## config.mk

```make
export PLATFORM = sky130hd
export DESIGN_NAME = siso_shift_sequencer
export DESIGN_NICKNAME = d
export VERILOG_FILES = /design/src/rtl/siso_shift_sequencer.sv
export SDC_FILE = /design/constraint.sdc
export NUM_CORES = 1
export LEC_CHECK = 0
export CAP_MARGIN = 20
export CELL_PAD_IN_SITES_DETAIL_PLACEMENT = 1
export CELL_PAD_IN_SITES_GLOBAL_PLACEMENT = 1
export CORE_MARGIN = 8
export CORE_UTILIZATION = 40
export DETAILED_ROUTE_END_ITERATION = 8
export GPL_ROUTABILITY_DRIVEN = 1
export HOLD_SLACK_MARGIN = 0.08
export PLACE_DENSITY = 0.87
export SLEW_MARGIN = 30
export SYNTH_ARGS = -nofsm -noshare
export SYNTH_HDL_FRONTEND = slang
export SYNTH_SLANG_ARGS = --single-unit
export TNS_END_PERCENT = 5
```

## constraint.sdc

```tcl
create_clock -name clk -period 2.2 [get_ports clk]
set_input_delay 0.44 -clock clk [delete_from_list [all_inputs] [get_ports clk]]
set_output_delay 0.44 -clock clk [all_outputs]
set_load 0.03 [all_outputs]
```

## src/rtl/siso_shift_sequencer.sv

```systemverilog
// Loopback sequencer for an external SISO shift-register chain: serializes a
// parallel word into D, flushes the chain, reassembles Q and flags mismatches.
module siso_shift_sequencer #(
  parameter int unsigned WIDTH     = 8,
  parameter int unsigned DEPTH     = 4,
  parameter bit          MSB_FIRST = 1'b1
) (
  input  logic             clk,
  input  logic             rst,
  input  logic             in_valid,
  output logic             in_ready,
  input  logic [WIDTH-1:0] in_data,
  output logic             sr_d,
  output logic             sr_en,
  input  logic             sr_q,
  output logic             out_valid,
  input  logic             out_ready,
  output logic [WIDTH-1:0] out_data,
  output logic             err,
  output logic             busy
);

  localparam int unsigned TOTAL = WIDTH + DEPTH;
  localparam int unsigned KW    = $clog2(TOTAL + 1);
  localparam int unsigned PW    = (WIDTH > 1) ? $clog2(WIDTH) : 1;

  typedef enum logic [1:0] {
    IDLE  = 2'd0,
    SHIFT = 2'd1,
    DONE  = 2'd2
  } state_t;

  state_t           state_q;
  logic [WIDTH-1:0] word_q;
  logic [WIDTH-1:0] cap_q;
  logic [KW-1:0]    k_q;
  logic             in_ready_q;
  logic             sr_d_q;
  logic             sr_en_q;
  logic             out_valid_q;
  logic [WIDTH-1:0] out_data_q;
  logic             err_q;
  logic             busy_q;

  logic [KW-1:0]    k_d;
  logic [KW-1:0]    ret_idx;
  logic [WIDTH-1:0] cap_d;
  logic             next_bit;
  logic             first_bit;
  logic             last_k;

  // Word bit position of serial slot idx; same mapping for send and capture.
  function automatic logic [PW-1:0] order_pos(input logic [KW-1:0] idx);
    logic [KW-1:0] p;
    if (MSB_FIRST) p = KW'(WIDTH - 1) - idx;
    else           p = idx;
    return p[PW-1:0];
  endfunction

  always_comb begin
    k_d       = k_q + KW'(1);
    ret_idx   = k_q - KW'(DEPTH);
    last_k    = (k_q == KW'(TOTAL - 1));
    first_bit = MSB_FIRST ? in_data[WIDTH-1] : in_data[0];
    next_bit  = 1'b0;
    if (k_d < KW'(WIDTH)) next_bit = word_q[order_pos(k_d)];
    cap_d = cap_q;
    if (k_q >= KW'(DEPTH)) cap_d[order_pos(ret_idx)] = sr_q;
  end

  // sr_d for slot k is registered at the edge ending slot k-1 (or the accept edge).
  always_ff @(posedge clk) begin
    if (rst) begin
      state_q     <= IDLE;
      word_q      <= '0;
      cap_q       <= '0;
      k_q         <= '0;
      in_ready_q  <= 1'b1;
      sr_d_q      <= 1'b0;
      sr_en_q     <= 1'b0;
      out_valid_q <= 1'b0;
      out_data_q  <= '0;
      err_q       <= 1'b0;
      busy_q      <= 1'b0;
    end else begin
      case (state_q)
        IDLE: begin
          if (in_valid && in_ready_q) begin
            word_q     <= in_data;
            cap_q      <= '0;
            k_q        <= '0;
            sr_d_q     <= first_bit;
            sr_en_q    <= 1'b1;
            in_ready_q <= 1'b0;
            busy_q     <= 1'b1;
            state_q    <= SHIFT;
          end
        end
        SHIFT: begin
          cap_q <= cap_d;
          if (last_k) begin
            sr_en_q     <= 1'b0;
            sr_d_q      <= 1'b0;
            out_valid_q <= 1'b1;
            out_data_q  <= cap_d;
            err_q       <= (cap_d != word_q);
            state_q     <= DONE;
          end else begin
            k_q    <= k_d;
            sr_d_q <= next_bit;
          end
        end
        DONE: begin
          if (out_ready) begin
            out_valid_q <= 1'b0;
            in_ready_q  <= 1'b1;
            busy_q      <= 1'b0;
            state_q     <= IDLE;
          end
        end
        default: begin
          state_q    <= IDLE;
          in_ready_q <= 1'b1;
          sr_en_q    <= 1'b0;
          busy_q     <= 1'b0;
        end
      endcase
    end
  end

  assign in_ready  = in_ready_q;
  assign sr_d      = sr_d_q;
  assign sr_en     = sr_en_q;
  assign out_valid = out_valid_q;
  assign out_data  = out_data_q;
  assign err       = err_q;
  assign busy      = busy_q;

endmodule
```

==> results.cfg <==
[timing]
worst_slew_margin_rel_pct = 55.59
final_period_minus_worst_setup_slack_ps = 2033
grt_setup_unrepaired = no
max_freq_ghz = 0.4919
fin_tns_setup_ps = 0
finClkSkew_ps = 11.44
fin_worst_hold_slack_ps = 497.2
worst_slew_pin_slew_ps = 657.2
timing.final.crit_share_pct = 92.41
final-hold-violation-count = 0
finalMaxSlewViolations = 0
setup-violations-final = 0

[pwr]
seqPwrFrac_pct = 50.8
power_frac_comb_pct = 14.7
worst_ir_drop_vdd_mv = 0.3475
pwr_density_cell_nw_per_um2 = 617.9
leakage_nw = 0.7939
switching_fraction_of_total_power_pct = 28.46
intPower_uw = 993.3
power_switching_uw = 395.2
power.share.clock_pct = 34.5

[clocking]
clock_tree.buffer_depth = 2
post_cts_hold_buffer_count = 0
htreeDepth = 2
worstSkewPairLatency_ps = 300
cts.clk_slew.worst_paths_ps = 80
post_cts_resized = 0
cts_num_sinks = 36
tritoncts = yes
post_cts.repair.setup_buffers = 0
numCtsBuffers = 5
cts_root_buf = sky130_fd_sc_hd__clkbuf_8

[setup_path]
cp_data_required_time_ps = 2370
ws_path_type = register to register
worst_ep_arrival_time_ps = 2200
timing.rr.end = err
setup.worst_path.start_class = register
worstRegToRegCells = 5
largest_fanout_on_the_critical_path = 12
reg2reg_from = k_q[0]
worst_setup_path_end_kind = register
r2r_setup_slack_ps = 170

[die]
die_width_um = 83.37
floorplan.rows = 24
io_pins = 27
starting_density_pct = 41.70
floorplan.core_area_um2 = 4354
die_height_um = 83.37
floorplan.die_area_um2 = 6951

[synthesis]
syn_inst = 213
netlist_top_cells_area = sky130_fd_sc_hd__dfxtp_1 (40%), sky130_fd_sc_hd__nor2_1 (7.4%), sky130_fd_sc_hd__a21oi_1 (5.0%)
synth.largest_area_cell = sky130_fd_sc_hd__dfxtp_1
ys.warnings.count = 0
ys.flop_type = sky130_fd_sc_hd__dfxtp_1
synthDistinctLibCells = 44
postSynthAreaPerCell_um2 = 8.523
synth.yosys.seq_area_share_pct = 39.70
synth_nets = 227
yosys.area.top_type_share_pct = 39.70
synth_area_um2 = 1815
postSynthRegisterBits = 36
postSynth.asyncResetShare_pct = 0
number_of_enable_type_register_cells_in_the_synthesized_netlist = 0

[place]
post-dp-hpwl_mm = 3.645
place.port_buffers = 26
place_congestion = 0.8515

[drt]
detailroute.via_count = 1639
antenna_left = 0
drc = 0
firstDrtPassIters = 4
first_iter_violations = 84
vias_per_instance = 5.556
routed_wire_length_mm = 4.822
post_drt_wl_per_cell_um = 16.35

[hold_path]
hold_ep = out_valid
hold-path-cell-count = 2
min-delay-path-class = register to register
hp-start = out_valid

[global_route]
grt_util_overall_pct = 14.39
grt_start_max_net_pins = 22
first_global_vias = 1754
global_route_wire_length_before_repair_mm = 8.452
grt_remaining_overflow = 0
grt_antenna_before_repair = 0

[layout]
antenna-diode-count = 0
proportion_of_layout_cells_with_a_drive_suffix_above_1_pct = 10.70
nNetsFinal = 256
flow.area_growth_from_synthesis_pct = 23.78
layout_common_cells = sky130_fd_sc_hd__nor2_1 (36), sky130_fd_sc_hd__dfxtp_1 (36), sky130_fd_sc_hd__clkdlybuf4s50_1 (26)

[job]
maxCapViolCount = 0

[outcome]
outcome = finished clean
-- worst max-delay path by stage --
stage	cells past startpoint	to	start	slack (ps)
after floorplan	6	err	k_q[0]	280
after CTS	5	err	k_q[0]	160
after global placement	6	err	sr_q	180
final	5	err	k_q[0]	170
after global routing	5	err	k_q[0]	6
after detailed placement	6	err	sr_q	150
-- synthesized netlist by cell type (2+ instances only) --
master                     count
sky130_fd_sc_hd__nand2b_1      6
sky130_fd_sc_hd__a22oi_1       8
sky130_fd_sc_hd__nor4bb_1      2
sky130_fd_sc_hd__o32ai_1       2
sky130_fd_sc_hd__inv_1         5
sky130_fd_sc_hd__nor2b_1       2
sky130_fd_sc_hd__nand2_1      18
sky130_fd_sc_hd__mux2i_1       8
sky130_fd_sc_hd__xnor2_1       5
sky130_fd_sc_hd__dfxtp_1      36
sky130_fd_sc_hd__nand3_1       3
sky130_fd_sc_hd__a21oi_1      18
sky130_fd_sc_hd__a211oi_1      9
sky130_fd_sc_hd__nand3b_1      2
sky130_fd_sc_hd__xor2_1        3
sky130_fd_sc_hd__mux4_1        2
sky130_fd_sc_hd__nor2_1       36
sky130_fd_sc_hd__clkbuf_1     10
sky130_fd_sc_hd__a31oi_1       2
sky130_fd_sc_hd__buf_2         2
sky130_fd_sc_hd__buf_1         2
sky130_fd_sc_hd__o21ai_0      10
-- area by class of cell --
| type | count | area, µm² |
|---|---|---|
| Timing Repair Buffer | 38 | 350.3 |
| Fill cell | 523 | 2107 |
| Sequential cell | 36 | 720.7 |
| Tap cell | 52 | 65.06 |
| Clock buffer | 5 | 68.82 |
| Multi-Input combinational cell | 156 | 1002 |
| Inverter | 5 | 18.77 |
| Clock inverter | 3 | 21.27 |
-- power groups by stage --
| stage | Sequential, mW | Clock, mW | Combinational (mW) |
|---|---|---|---|
| floorplan | 0.721 | 0 | 0.118 |
| global placement | 0.719 | 0 | 0.200 |
| detailed placement | 0.721 | 0 | 0.206 |
| CTS | 0.706 | 0.496 | 0.207 |
| global route | 0.710 | 0.524 | 0.224 |
| finish | 0.706 | 0.479 | 0.204 |
-- worst max-delay path, stage by stage (launching register included) --
cell	delay, ps
sky130_fd_sc_hd__dfxtp_1	640
sky130_fd_sc_hd__and3b_1	320
sky130_fd_sc_hd__o32ai_1	90
sky130_fd_sc_hd__or4_1	530
sky130_fd_sc_hd__nor4_2	220
sky130_fd_sc_hd__a31oi_1	110
-- flip-flops by register name, summed over array words and instances, names as in the netlist --
register   cells
busy           1
k_q            4
out_valid      1
out_data       8
sr_en          1
in_ready       1
err            1
state_q        2
word_q         8
cap_q          8
sr_d           1
-- cell families (layout without fill, tap and decap cells) --
family / after synthesis / count (layout) / share of synthesized area (%)
xor gates and xnor gates: 8 / 8 / 3.860
muxes: 11 / 11 / 7.926
DFF: 36 / 36 / 39.70
adders and majority gates: 1 / 1 / 0.6891
and+or+nand+nor: 81 / 81 / 23.64
buffers and inverters: 21 / 51 / 5.101
AOI/OAI and AO/OA: 55 / 55 / 19.09
-- stage by stage --
stage          cell area [µm²]  setup WS [ps]  power (mW)  std cells  utilization, %
2_1_floorplan             1815          284.3      0.8388        213               -
4_1_cts                   2247          160.8       1.408        295           51.61
3_3_place_gp              2157          176.0      0.9197        287           49.54
3_5_place_dp              2157          150.7      0.9269        287           49.54
5_1_grt                   2247          6.320       1.458        295           51.61
6_report                  2247          167.1       1.389        295           51.61
-- metal layers --
layer	vias up	global-route usage [%]	part of all wire [%]
li1	817	-	-
met1	786	17.06	47
met3	5	4.492	4.1
met2	31	24.05	48
met4	0	4.313	1.2
met5	-	0	0
(Power assumes the default switching activity.)
